--- src/rtl/ung_stream_arbiter.sv ---
// Round-robin arbiter sharing one unary bit-stream generator.
// Each grant emits a fixed L = 2^WIDTH-1 cycle frame: v ones, then zeros.
module ung_stream_arbiter #(
    parameter int WIDTH = 5,
    parameter int NREQ  = 4,
    parameter int IDW   = 2
) (
    input  logic                  clk,
    input  logic                  rst,
    input  logic [NREQ-1:0]       req,
    input  logic [NREQ*WIDTH-1:0] data_in,
    output logic [NREQ-1:0]       ack,
    output logic                  bit_out,
    output logic                  bit_valid,
    output logic                  sof,
    output logic                  eof,
    output logic [IDW-1:0]        owner,
    output logic                  busy
);

    localparam logic [0:0] IDLE = 1'b0;
    localparam logic [0:0] RUN  = 1'b1;

    localparam logic [WIDTH-1:0] LEN    = '1;
    localparam logic [WIDTH-1:0] ONE    = WIDTH'(1);
    localparam logic [WIDTH-1:0] LEN_M1 = LEN - ONE;
    localparam logic [IDW-1:0]   LAST   = IDW'(NREQ - 1);

    logic [0:0]       state;
    logic [IDW-1:0]   rr_ptr;
    logic [WIDTH-1:0] value;
    logic [WIDTH-1:0] cnt;

    logic             any_req;
    logic [IDW-1:0]   win;
    logic [IDW-1:0]   win_nxt;
    logic [WIDTH-1:0] win_data;
    logic [WIDTH-1:0] win_val;
    logic [NREQ-1:0]  win_onehot;
    int               idx;

    // Pick the first requester at or after rr_ptr, wrapping at NREQ.
    always_comb begin
        any_req = 1'b0;
        win     = '0;
        idx     = 0;
        for (int k = 0; k < NREQ; k++) begin
            idx = int'(rr_ptr) + k;
            if (idx >= NREQ) begin
                idx = idx - NREQ;
            end
            for (int i = 0; i < NREQ; i++) begin
                if (!any_req && idx == i && req[i]) begin
                    any_req = 1'b1;
                    win     = IDW'(i);
                end
            end
        end
    end

    // Winner's operand, next pointer and one-hot grant.
    always_comb begin
        win_data   = '0;
        win_onehot = '0;
        for (int i = 0; i < NREQ; i++) begin
            if (win == IDW'(i)) begin
                win_data      = data_in[i*WIDTH +: WIDTH];
                win_onehot[i] = 1'b1;
            end
        end
        win_nxt = (win == LAST) ? '0 : win + 1'b1;
        win_val = (win_data != '0) ? win_data - ONE : '0;
    end

    // Grant in IDLE, then stream the unary frame in RUN.
    always_ff @(posedge clk) begin
        if (rst) begin
            state     <= IDLE;
            rr_ptr    <= '0;
            value     <= '0;
            cnt       <= '0;
            ack       <= '0;
            bit_out   <= 1'b0;
            bit_valid <= 1'b0;
            sof       <= 1'b0;
            eof       <= 1'b0;
            owner     <= '0;
            busy      <= 1'b0;
        end else begin
            ack <= '0;
            sof <= 1'b0;
            case (state)
                IDLE: begin
                    if (any_req) begin
                        ack       <= win_onehot;
                        owner     <= win;
                        rr_ptr    <= win_nxt;
                        value     <= win_val;
                        bit_out   <= (win_data != '0);
                        bit_valid <= 1'b1;
                        sof       <= 1'b1;
                        eof       <= (LEN == ONE);
                        cnt       <= ONE;
                        busy      <= 1'b1;
                        state     <= RUN;
                    end
                end
                RUN: begin
                    if (cnt == LEN) begin
                        state     <= IDLE;
                        bit_out   <= 1'b0;
                        bit_valid <= 1'b0;
                        eof       <= 1'b0;
                        busy      <= 1'b0;
                        cnt       <= '0;
                        value     <= '0;
                    end else begin
                        bit_out <= (value != '0);
                        if (value != '0) begin
                            value <= value - ONE;
                        end
                        cnt <= cnt + ONE;
                        eof <= (cnt == LEN_M1);
                    end
                end
                default: begin
                    state <= IDLE;
                end
            endcase
        end
    end

endmodule

--- config.mk ---
export PLATFORM = sky130hd
export DESIGN_NAME = ung_stream_arbiter
export DESIGN_NICKNAME = d
export VERILOG_FILES = /design/src/rtl/ung_stream_arbiter.sv
export SDC_FILE = /design/constraint.sdc
export NUM_CORES = 1
export LEC_CHECK = 0
export CAP_MARGIN = 20
export CORE_UTILIZATION = 40
export DETAILED_ROUTE_END_ITERATION = 10
export PLACE_DENSITY = 0.68
export SKIP_CTS_REPAIR_TIMING = 1
export SLEW_MARGIN = 10
export SYNTH_ARGS = -nofsm -noshare
export SYNTH_HDL_FRONTEND = slang
export SYNTH_SLANG_ARGS = --single-unit
export TNS_END_PERCENT = 10
--- constraint.sdc ---
create_clock -name clk -period 5.6 [get_ports clk]
set_input_delay 0.56 -clock clk [delete_from_list [all_inputs] [get_ports clk]]
set_output_delay 0.56 -clock clk [all_outputs]
set_load 0.05 [all_outputs]
==> Yosys cells after proc, flatten, opt, wreduce, memory -nomap -nowiden <==
Index checks and enable logic that the tools add are counted.
{ "word_totals": {"register_bits": 23, "latchBits": 0, "mem_bits_rw": 0, "rom_bits": 0, "in_bits": 26, "n_memories": 0} }
{ "classes": {"add_sub_neg": 11, "n_mul": 0, "div": 0, "n_lt_le_gt_ge": 4, "n_eq_ne": 20, "shift": 0, "muxes": 64, "bitwise": 2, "n_reduce_logical": 58} }
{ "ops": {"columns": ["cell", "n"], "rows": [
  ["$eq 32x3->1 const B", 8],
  ["$eq 32x2->1 const B", 4],
  ["$logic_not 32->1", 4],
  ["$mux 32", 4],
  ["$mux 5", 10],
  ["$logic_and 1x1->1", 31],
  ["$mux 2", 15],
  ["$mux 1", 29],
  ["$pmux 5 s2", 2],
  ["$logic_not 1->1", 15],
  ["$sub 3x3->4 const B", 3],
  ["$eq 5x5->1 const B", 2],
  ["$reduce_bool 5->1", 2],
  ["$sub 5x1->5 const B", 2],
  ["$ge 3x3->1 const B", 3],
  ["$pmux 1 s2", 4],
  ["$add 2x2->3 const B", 2],
  ["$reduce_and 2->1", 3],
  ["$add 5x1->5 const B", 1],
  ["$eq 2x2->1 const B", 2],
  ["$sub 2x3->4 const B", 1],
  ["$add 2x1->3 const B", 1],
  ["$ge 2x3->1 const B", 1],
  ["$ne 3x1->1 const B", 1],
  ["other kinds (8)", 9]
]} }

==> Logic depth before layout (Yosys ltp) <==
{ "depth": {"word_depth": 74, "ltp_mapped": 11, "ltp_nobuf": 10} }

==> Worst setup path before layout <==
Ideal clock, no wire load.
{ "synth_timing": {"path_type": "input-to-reg", "from": "input port req[2]", "to": "register value[3]", "setup_time_ns": 0.120, "t_arrival_ns": 2.771, "required_time_ns": 5.480, "setup_slack_ns": 2.709, "path_stages": 8, "n_path_buf": 0, "path_cell_list": "a22o_1 > a211o_1 > ha_1 > or2_1 > a221o_1 > a222oi_1 > nor3_1 > o31a_1"} }
{ "synth_between": {"elab_chain_len": 63, "word_cells_on_any_way": 83} }
{ "synth_lines": {"columns": ["item", "line", "source"], "rows": [
  ["start: declaration", "10", "input logic [NREQ-1:0] req,"],
  ["$logic_and 1x1->1", "53", "if (!any_req && idx == i && req[i]) begin"],
  ["$mux 1", "53", null],
  ["$logic_not 1->1", "53", null],
  ["$logic_and 1x1->1 (2 in a row)", "53", null],
  ["$mux 1", "53", null],
  ["$logic_not 1->1", "53", null],
  ["$logic_and 1x1->1 (2 in a row)", "53", null],
  ["$mux 1", "53", null],
  ["(+41 left out)", null, null],
  ["$logic_and 1x1->1 (2 in a row)", "53", null],
  ["$mux 2", "53", null],
  ["$logic_not 2->1", "66", "if (win == IDW'(i)) begin"],
  ["$mux 5 (4 in a row)", "66", null],
  ["$sub 5x1->5 / $reduce_bool 5->1 (equally long branches)", "72", "win_val = (win_data != '0) ? win_data - ONE : '0;"],
  ["$mux 5", "72", null],
  ["$mux 5", "94", "if (any_req) begin"],
  ["$pmux 5 s2", "92", "case (state)"],
  ["end signal: assignment", "98", "value <= win_val;"],
  ["end signal: assignment", "120", "value <= value - ONE;"],
  ["end: declaration", "31", "logic [WIDTH-1:0] value;"]
]} }
Several ways; a longest one is shown, not always the timed one. The select of a mux whose other input is x is not followed.
A chain may end at the register's enable or synchronous reset.

==> Worst setup path in the final report <==
{ "layout_timing": {"from": "input port req[3]", "to": "register value[3]"} }
{ "layout_between": {"elab_chain_len": 59, "word_cells_on_any_way": 78} }
{ "layout_lines": {"columns": ["item", "line", "source"], "rows": [
  ["$logic_and 1x1->1", "53", null],
  ["$mux 1", "53", null],
  ["$logic_not 1->1", "53", null],
  ["$logic_and 1x1->1 (2 in a row)", "53", null],
  ["$mux 1", "53", null],
  ["$logic_not 1->1", "53", null],
  ["$logic_and 1x1->1 (2 in a row)", "53", null],
  ["$mux 1", "53", null],
  ["(+40 left out)", null, null],
  ["named net win[0]", "35", "logic [IDW-1:0] win;"],
  ["$logic_not 2->1", "66", null],
  ["$mux 5 (3 in a row)", "66", null],
  ["$mux 5 (*)", "66", null],
  ["$sub 5x1->5 / $reduce_bool 5->1 (equally long branches)", "72", null],
  ["$mux 5 (*)", "72", null],
  ["$mux 5 (*)", "94", null],
  ["$pmux 5 s2 (*)", "92", null]
]} }
The timed path passes the listed nets; every way through them passes the cells marked *. The select of a mux whose other input is x is not followed.

==> results.py <==
metrics = {
    "critical_path": {
        "cp_slowest_cell": "sky130_fd_sc_hd__a222oi_1",
        "timing.critical_path.fanout_max": 10,
        "critPathMaxStageDelay_ps": 600,
        "ff2ff_setup_slack_ps": 2550,
        "cp-end-kind": "register",
        "crit-reg2reg-launch": "rr_ptr[0]",
        "cp_cell_sequence": "clkdlybuf4s50_1 -> inv_1 -> a22o_1 -> a211o_1 -> inv_1 -> ha_1 -> nor2b_1 -> a221o_1 -> a222oi_1 -> nor3_1 -> o31a_1",
        "cp_common_cell": "sky130_fd_sc_hd__inv_1",
        "reg2reg_to": "value[3]",
        "critical_path_data_required_time_ps": 5810,
        "criticalPathCategory": "primary input to register",
        "cp-start-kind": "primary input",
        "critPathArrivalTime_ps": 3630,
        "rr_worst_depth": 10,
    },
    "logic_synthesis": {
        "ys_dominant_reg_cell": "sky130_fd_sc_hd__dfxtp_1",
        "yosysWarningCount": 0,
        "synth_cell_types": 48,
        "synth_async_sr_flop_share_pct": 0,
        "yosysSeqAreaShare_pct": 32.0,
        "yosys_register_bits": 23,
        "synth.top_cell.area_share_pct": 32.0,
        "synth_edf_count": 0,
        "postSynthCellCount": 182,
        "syn_nets": 217,
        "mappedNetlistArea_sq_um": 1440,
        "ys_top_cells_by_area": "sky130_fd_sc_hd__dfxtp_1 32%, sky130_fd_sc_hd__ha_1 7.8%, sky130_fd_sc_hd__nor2_1 7.6%",
        "synthDominantAreaCellType": "sky130_fd_sc_hd__dfxtp_1",
        "yosys.area_share.xor_xnor_pct": 1.22,
        "muxShareOfSynthArea_pct": 2.17,
        "syn_avg_cell_area_sq_um": 7.91,
        "dominant_combinational_cell_family_by_area_after_synthesis": "compound AO/OA/AOI/OAI gates",
        "post_synth_fa_ha_maj_area_fraction_pct": 7.83,
        "synth_compound_gate_area_share_pct": 26.3,
        "synth-simple-area-share_pct": 25.3,
    },
    "sta": {
        "period_needed_ps": 3420,
        "maximum_clock_frequency_ghz": 0.293,
        "slew_viol_final": 0,
        "tns_ps": 0,
        "timing.max_slew.rel_slack_pct": 48.3,
        "min_period_over_period_pct": 61.0,
        "setup_violations": 0,
        "grt_setup_unrepaired": "no",
        "clock-skew-final_ps": 11.3,
        "worst_pin_slew_ps": 773,
        "hold_viol_final": 0,
    },
    "clock_tree": {
        "clk_buf_depth": 2,
        "cts_tree": "built",
        "cts_htree_levels": 1,
        "cts_root_buf": "sky130_fd_sc_hd__clkbuf_4",
        "clock_insertion_delay_worst_skew_ps": 320,
        "tritoncts_num_sinks": 23,
        "post_cts_clock_slew_at_the_launch_and_capture_registers_of_the_worst_setup_and_hold_paths_ps": 140,
        "clock_buffer_count_from_cts": 3,
    },
    "route": {
        "drt-wirelength-per-cell_um": 12.9,
        "wl_um": 3350,
        "postRouteAntennaNets": 0,
        "remaining_drc_errors": 0,
        "vias_per_cell": 5.42,
        "initialDrtViolationCount": 55,
        "detailroute.via_count": 1410,
        "drt_pre_antenna_iters": 4,
    },
    "power": {
        "static-leakage-power_uw": 0.000742,
        "vdd_drop_max_v": 0.000120,
        "power_density_nw_per_um2": 304,
    },
    "finish": {
        "synthToLayoutAreaGrowth_pct": 28.4,
        "num_antenna_cells": 0,
        "final_layout_size_suffix_gt1_share_pct": 2.80,
        "nets": 250,
        "number_of_filler_instances_in_the_final_layout": 328,
        "final_area_sq_um": 1850,
    },
    "global_route": {
        "initial_antenna_violation_count": 0,
        "grt_first_pass_wirelength_um": 5390,
        "grt_max_degree": 21,
        "first_global_vias": 1252,
        "grt.total_usage_pct": 18.9,
        "overflow_after_grt": 0,
    },
    "flow_run": {
        "max_cap_violations": 0,
    },
    "placement": {
        "place_hpwl_um": 2620,
        "place_area_sq_um": 1820,
        "gp_congestion": 0.832,
        "buffer_ports.inserted": 36,
    },
    "die": {
        "die_area_sq_um": 3840,
        "placementRows": 21,
        "die_h_um": 62.0,
        "core_area_sq_um": 3390,
        "die_x_um": 62.0,
        "floorplan.initialDensity_pct": 42.5,
        "io_pins": 37,
    },
    "run_status": {
        "status": "complete, no violations",
    },
    "worst_hold_path": {
        "hold_path_startpoint": "busy",
        "min_to": "busy",
        "hold-path-cell-count": 2,
        "hold_path.class": "register to register",
    },
}
## stage by stage
stage          cells  hold slack [ps]  util (%)  power, uW  setup slack (ps)
6_report         260              484      54.5        562              2180
3_3_place_gp     256              463      53.7        478              2020
3_5_place_dp     256              467      53.7        484              1880
2_1_floorplan    182              452         -        416              2710
5_1_grt          260              506      54.5        607              1970
4_1_cts          260              486      54.5        565              2210
## area by class of cell
| class | instances | area, sq um | area share, % |
|---|---|---|---|
| Timing Repair Buffer | 36 | 360 | 19.5 |
| Tap cell | 46 | 57.6 | 3.11 |
| Clock buffer | 3 | 22.5 | 1.22 |
| Inverter | 10 | 37.5 | 2.03 |
| Clock inverter | 1 | 5.00 | 0.271 |
| Sequential cell | 23 | 460 | 24.9 |
| Multi-Input combinational cell | 141 | 905 | 49.0 |
## power breakdown
group / switching [uW] / total, uW / internal, uW
sequential: 24.0 / 212 / 188
combinational: 147 / 270 / 123
clock: 53.1 / 79.8 / 26.7
total: 224 / 562 / 338
## cells in the final DEF (no fill, tap or decap), types with 2 or more instances in the layout
| cell | instances |
|---|---|
| sky130_fd_sc_hd__nand3_1 | 2 |
| sky130_fd_sc_hd__mux2i_1 | 2 |
| sky130_fd_sc_hd__nand2_1 | 10 |
| sky130_fd_sc_hd__clkbuf_4 | 3 |
| sky130_fd_sc_hd__o21ai_1 | 2 |
| sky130_fd_sc_hd__nand2b_1 | 5 |
| sky130_fd_sc_hd__nor2_1 | 29 |
| sky130_fd_sc_hd__nand3b_1 | 2 |
| sky130_fd_sc_hd__or2_1 | 2 |
| sky130_fd_sc_hd__clkdlybuf4s50_1 | 36 |
| sky130_fd_sc_hd__a221o_1 | 3 |
| sky130_fd_sc_hd__a22oi_1 | 2 |
| sky130_fd_sc_hd__and3_1 | 3 |
| sky130_fd_sc_hd__and2_1 | 3 |
| sky130_fd_sc_hd__a21o_1 | 3 |
| sky130_fd_sc_hd__nor2b_1 | 5 |
| sky130_fd_sc_hd__o21ai_0 | 5 |
| sky130_fd_sc_hd__dfxtp_1 | 23 |
| sky130_fd_sc_hd__nor3_1 | 7 |
| sky130_fd_sc_hd__a21oi_1 | 13 |
| sky130_fd_sc_hd__o22a_1 | 3 |
| sky130_fd_sc_hd__o22ai_1 | 4 |
| sky130_fd_sc_hd__inv_1 | 10 |
| sky130_fd_sc_hd__a211oi_1 | 5 |
| sky130_fd_sc_hd__ha_1 | 9 |
## cells by family after synthesis
| group | after synthesis |
|---|---|
| buffers and inverters | 18 |
| flip-flops | 23 |
| AND/OR/NAND/NOR | 74 |
| AO/OA/AOI/OAI | 53 |
| multiplexers | 3 |
| XOR/XNOR | 2 |
| adder cells (fa/ha/maj) | 9 |
## registers in the layout, indices dropped and copies added, names as in the netlist
register,cells
rr_ptr,2
busy,1
sof,1
state,1
bit_out,1
owner,2
ack,4
eof,1
value,5
cnt,5
## how the worst max path moves through the flow
stage | slack [ps] | start | to | cells after the start
4_1_cts | 2210 | req[3] | value[2] | 11
3_3_place_gp | 2020 | req[3] | value[3] | 11
6_report | 2180 | req[3] | value[3] | 11
3_5_place_dp | 1880 | req[3] | value[3] | 11
2_1_floorplan | 2710 | req[2] | value[3] | 8
5_1_grt | 1970 | req[1] | value[3] | 11
## worst max-delay path, delay by kind of cell
kind | cells | cell delay [ps]
buffers and inverters | 3 | 690
and+or+nand+nor | 2 | 260
AOI/OAI and AO/OA | 5 | 1810
adders and majority gates | 1 | 310
## cell usage after synthesis (3+ instances only)
master / number
sky130_fd_sc_hd__a21oi_1: 13
sky130_fd_sc_hd__o22a_1: 3
sky130_fd_sc_hd__nand2_1: 10
sky130_fd_sc_hd__ha_1: 9
sky130_fd_sc_hd__and2_1: 3
sky130_fd_sc_hd__a221o_1: 3
sky130_fd_sc_hd__o21ai_0: 5
sky130_fd_sc_hd__nand2b_1: 5
sky130_fd_sc_hd__o22ai_1: 4
sky130_fd_sc_hd__and3_1: 3
sky130_fd_sc_hd__inv_1: 10
sky130_fd_sc_hd__a21o_1: 3
sky130_fd_sc_hd__dfxtp_1: 23
sky130_fd_sc_hd__a211oi_1: 5
sky130_fd_sc_hd__nor3_1: 7
sky130_fd_sc_hd__nor2b_1: 5
sky130_fd_sc_hd__nor2_1: 29
sky130_fd_sc_hd__clkbuf_1: 5
## per-layer routing
metal	vias up	GRT usage [%]	part of all wire, %
li1	727	-	-
met3	2	2.69	3.3
met5	-	0	0
met4	0	6.35	0.63
met2	33	33.6	49
met1	648	23.1	47
Note: power is estimated with default switching activity, not from simulation.
==> patch 1 (same settings) <==
Change the parameter `IDW` from 2 to 4.
--- a/src/rtl/ung_stream_arbiter.sv
+++ b/src/rtl/ung_stream_arbiter.sv
@@ -4,5 +4,5 @@
     parameter int WIDTH = 5,
     parameter int NREQ  = 4,
-    parameter int IDW   = 2
+    parameter int IDW   = 4
 ) (
     input  logic                  clk,
Ports: changed (resized owner); port bits go from 37 to 39. The function was not compared with the original's and may differ.
==> patch 1 against the original RTL <==
- synthesized cell count fell by 2.7%
- wire length rose by 6.3%
- area after synthesis rose by 1.0%
- total power fell by 2.9%
- sequential share of layout area barely moved
- final area barely moved
- non-clock buffer count did not move
- worst setup slack got worse by 0.17 ns
- critical path depth rose by 2
- sequential cell count did not move
- critical endpoint unchanged
- largest power group unchanged
- highest routed layer unchanged
==> patch 1: results (changes against the original RTL) <==
| Quantity | This run | Unit | vs unedited |
|---|---|---|---|
| Largest fanout on the critical path | 5 | - | was 10 |
| Worst Path Arrival | 3.81 | ns | was 3.63 ns |
| Clock skew | 0.00228 | ns | was 0.0113 ns |
| Routed Wire Length | 3.56 | mm | was 3.35 mm |
| Top post-synthesis cells by count | 23 x sky130_fd_sc_hd__dfxtp_1, 20 x sky130_fd_sc_hd__nor2_1, 15 x sky130_fd_sc_hd__a21oi_1, 13 x sky130_fd_sc_hd__nand2_1 | - | was 29 x sky130_fd_sc_hd__nor2_1, 23 x sky130_fd_sc_hd__dfxtp_1, 13 x sky130_fd_sc_hd__a21oi_1, 10 x sky130_fd_sc_hd__inv_1, 10 x sky130_fd_sc_hd__nand2_1 |
| Total length of routed met3 wires | 131 | um | was 111 um |
| Vias in the first global route | 1,396 | - | was 1,252 |
| Max incr delay on CP | 0.55 | ns | was 0.60 ns |
| Result of the run | completed | - | unchanged |
| Routability congestion estimate | 0.803 | - | was 0.832 |
| Comb pwr | 260 | uW | was 270 uW |
| Largest net degree at the start of global routing | 23 | - | was 21 |
| Leak | 0.711 | nW | was 0.742 nW |
| Final worst-path cycle share | 64.1 | % | was 61.0% |
| First-pass GRT wire length | 6.24 | mm | was 5.39 mm |
| Synthesized instance count | 177 | - | was 182 |
| Routed metal-1 wirelength | 1.62 | mm | was 1.57 mm |
| Fraction of final layout cells sized beyond drive strength 1 | 6.25 | % | was 2.80% |
| Fin nets | 246 | - | was 250 |
| Launch point of the worst reg-to-reg path | rr_ptr[1]$_SDFFE_PP0P_ | - | was rr_ptr[0]$_SDFFE_PP0P_ |
| Beginning of the worst hold path | owner[1]$_SDFFE_PP0P_ | - | was busy$_SDFFE_PP0P_ |
| Sequential area share after synthesis | 31.7 | % | was 32.0% |
| Via density per instance | 5.48 | - | was 5.42 |
| WHS | 0.470 | ns | was 0.484 ns |
| Number of placed instances, taps included | 250 | - | was 256 |
[patch 1: cell types whose count changed after synthesis, sizes merged, moves of 3 or more]
cell | unedited run | this run
nor2 | 29 | 20
buf | 3 | 7
nor2b | 5 | 1
o221ai | 0 | 4
a21o | 3 | 0
a221o | 3 | 0
nand2 | 10 | 13
nor3 | 7 | 4
o22a | 3 | 0
[patch 1: layout make-up]
| cell class | instances | share of cell area [%] |
|---|---|---|
| inverters | 11 | 2.24 |
| multi-input cells | 134 | 48.8 |
| flip-flops and latches | 23 | 24.9 |
| repair buffers | 36 | 19.5 |
| clock buffers | 4 | 1.42 |
| well taps | 46 | 3.12 |
[patch 1: kinds of logic after synthesis]
group	synth area share, %
other	0.258
and+or+nand+nor	21.2
adders and majority gates	9.47
AOI/OAI and AO/OA	29.4
muxes	1.38
buffers and inverters	6.63
DFF	31.7
==> patch 2 (same settings) <==
Without the edit above. Reset style: asynchronous (`rst`), changed in one clocked block.
--- a/src/rtl/ung_stream_arbiter.sv
+++ b/src/rtl/ung_stream_arbiter.sv
@@ -74,5 +74,5 @@
 
     // Grant in IDLE, then stream the unary frame in RUN.
-    always_ff @(posedge clk) begin
+    always_ff @(posedge clk or posedge rst) begin
         if (rst) begin
             state     <= IDLE;
Behaviour: differs if rst is asserted again (counterexample within 4 cycles, from zero or initial values and one cycle with rst high); with rst held inactive, the same outputs for 10 cycles.
==> patch 2 against the original RTL <==
- critical path depth grew 2
- sequential cell count did not move
- wire length up 3.7%
- area after synthesis up 0.96%
- total power grew 59%
- synthesized cell count is 10% lower
- largest cell class unchanged
- clock skew decreased by 0.0092 ns
- critical path type unchanged
- final area increased by 0.95%
- worst setup slack got worse by 0.23 ns
==> patch 2: results (changes against the original RTL) <==
| Quantity | This run | Unit | vs unedited |
|---|---|---|---|
| Total length of routed met3 wires | 129 | um | was 111 um |
| Slowest library cell on the worst path | sky130_fd_sc_hd__clkdlybuf4s50_1 | - | was sky130_fd_sc_hd__a222oi_1 |
| Fraction of final layout cells sized beyond drive strength 1 | 5.56 | % | was 2.80% |
| Largest fanout on the critical path | 6 | - | was 10 |
| Clock latency on the worst-skew pair | 0.30 | ns | was 0.32 ns |
| Routed metal-1 wirelength | 1.51 | mm | was 1.57 mm |
| Cell types with the largest area share after synthesis | sky130_fd_sc_hd__dfrtp_1 40%, sky130_fd_sc_hd__ha_1 8.6%, sky130_fd_sc_hd__o21ai_0 5.5%, sky130_fd_sc_hd__nand2_1 4.9%, sky130_fd_sc_hd__a21oi_1 3.4% | - | was sky130_fd_sc_hd__dfxtp_1 32%, sky130_fd_sc_hd__ha_1 7.8%, sky130_fd_sc_hd__nor2_1 7.6%, sky130_fd_sc_hd__a21oi_1 4.5%, sky130_fd_sc_hd__a211oi_1 2.6% |
| Clock-pin slew of the registers on the worst-case setup and hold paths | 0.12 | ns | was 0.14 ns |
| Routed via count | 1,346 | - | was 1,410 |
| Vias in the first global route | 1,368 | - | was 1,252 |
| Number of placed instances, taps included | 240 | - | was 256 |
| Top post-synthesis cells by count | 23 x sky130_fd_sc_hd__dfrtp_1, 19 x sky130_fd_sc_hd__nand2_1, 16 x sky130_fd_sc_hd__o21ai_0, 13 x sky130_fd_sc_hd__inv_1 | - | was 29 x sky130_fd_sc_hd__nor2_1, 23 x sky130_fd_sc_hd__dfxtp_1, 13 x sky130_fd_sc_hd__a21oi_1, 10 x sky130_fd_sc_hd__inv_1, 10 x sky130_fd_sc_hd__nand2_1 |
| Worst Path Arrival | 3.82 | ns | was 3.63 ns |
| VDD IR-drop max | 0.228 | mV | was 0.120 mV |
| Net count after synthesis | 199 | - | was 217 |
| Number of library cell types mapped by synthesis | 46 | - | was 48 |
| Actual slew at the worst max-slew pin | 0.871 | ns | was 0.773 ns |
| Result of the run | completed | - | unchanged |
| Share of async-settable or async-resettable flops after synthesis | 100 | % | was 0% |
| Sequential area share after synthesis | 39.6 | % | was 32.0% |
| Post-detailed-placement half-perimeter wirelength | 2.78 | mm | was 2.62 mm |
| First-pass GRT wire length | 5.99 | mm | was 5.39 mm |
| Primary flip-flop cell chosen by synthesis mapping | sky130_fd_sc_hd__dfrtp_1 | - | was sky130_fd_sc_hd__dfxtp_1 |
| Overall routing resource usage | 19.2 | % | was 18.9% |
| Starting DRT DRC Count | 63 | - | was 55 |
==> patch 2: cell count changes in the layout (fill, tap and decap cells not counted), moves of 4 or more <==
cell,before,now
sky130_fd_sc_hd__dfrtp_1,0,23
sky130_fd_sc_hd__dfxtp_1,23,0
sky130_fd_sc_hd__nor2_1,29,10
sky130_fd_sc_hd__o21ai_0,5,16
sky130_fd_sc_hd__nand2_1,10,19
sky130_fd_sc_hd__nor2b_1,5,0
sky130_fd_sc_hd__nor3_1,7,2
sky130_fd_sc_hd__o211ai_1,0,4
==> patch 2: cell families (layout without fill, tap and decap cells) <==
logic type | after synthesis | in the layout | synth area share [%]
AO/OA/AOI/OAI | 54 | 54 | 24.5
buffers and inverters | 18 | 53 | 5.51
flip-flops | 23 | 23 | 39.6
AND/OR/NAND/NOR | 57 | 57 | 21.1
XOR/XNOR | 1 | 1 | 0.603
adder cells (fa/ha/maj) | 10 | 10 | 8.61
==> patch 2: report_power, final <==
group	internal [mW]	switching (mW)	total, mW
combinational	0.217	0.318	0.534
clock	0.0277	0.0478	0.0756
sequential	0.227	0.0581	0.285
total	0.472	0.423	0.895
==> patch 2: through the flow <==
stage                     hold WS, ns  total power, mW  cell area [um^2]  worst slack [ns]
after detailed placement        0.473            0.817              1840              1.64
after CTS                       0.502            0.893              1870              1.98
after global placement          0.468            0.794              1840              1.85
after global routing            0.546            0.971              1870              1.60
after floorplan                 0.460            0.676              1450              2.63
final                           0.494            0.895              1870              1.96
==> patch 2: final timing paths <==
path | startpoint | to | slack [ns] | depth (start not counted)
worst max-delay path | req[3] | value[0]$_DFFE_PP0P_ | 1.96 | 13
worst min-delay path | owner[1]$_DFFE_PP0P_ | owner[1]$_DFFE_PP0P_ | 0.49 | 2
worst max register to register | rr_ptr[0]$_DFFE_PP0P_ | value[0]$_DFFE_PP0P_ | 2.30 | 12
worst min register to register | owner[1]$_DFFE_PP0P_ | owner[1]$_DFFE_PP0P_ | 0.49 | 2
max in group asynchronous | rst | ack[0]$_DFF_PP0_ | 4.34 | 2
min in group asynchronous | rst | cnt[0]$_DFFE_PP0P_ | 0.73 | 2
==> patch 2: area by class of cell <==
class,count,area share [%]
flip-flops and latches,23,30.9
repair buffers,36,19.3
clock buffers,4,1.41
well taps,46,3.09
inverters,13,2.62
multi-input cells,122,42.7
==> patch 2: worst max-delay path: cells and delay by family <==
family | cells | cell delay, ns
buffers and inverters | 3 | 0.78
AO/OA/AOI/OAI | 7 | 1.61
adder cells (fa/ha/maj) | 2 | 0.56
AND/OR/NAND/NOR | 1 | 0.32
==> patch 2: layer usage <==
metal / global-route usage [%] / vias to the layer above
li1: - / 665
met1: 22.1 / 640
met2: 35.6 / 39
met3: 2.76 / 2
met4: 6.98 / 0
met5: 0 / -
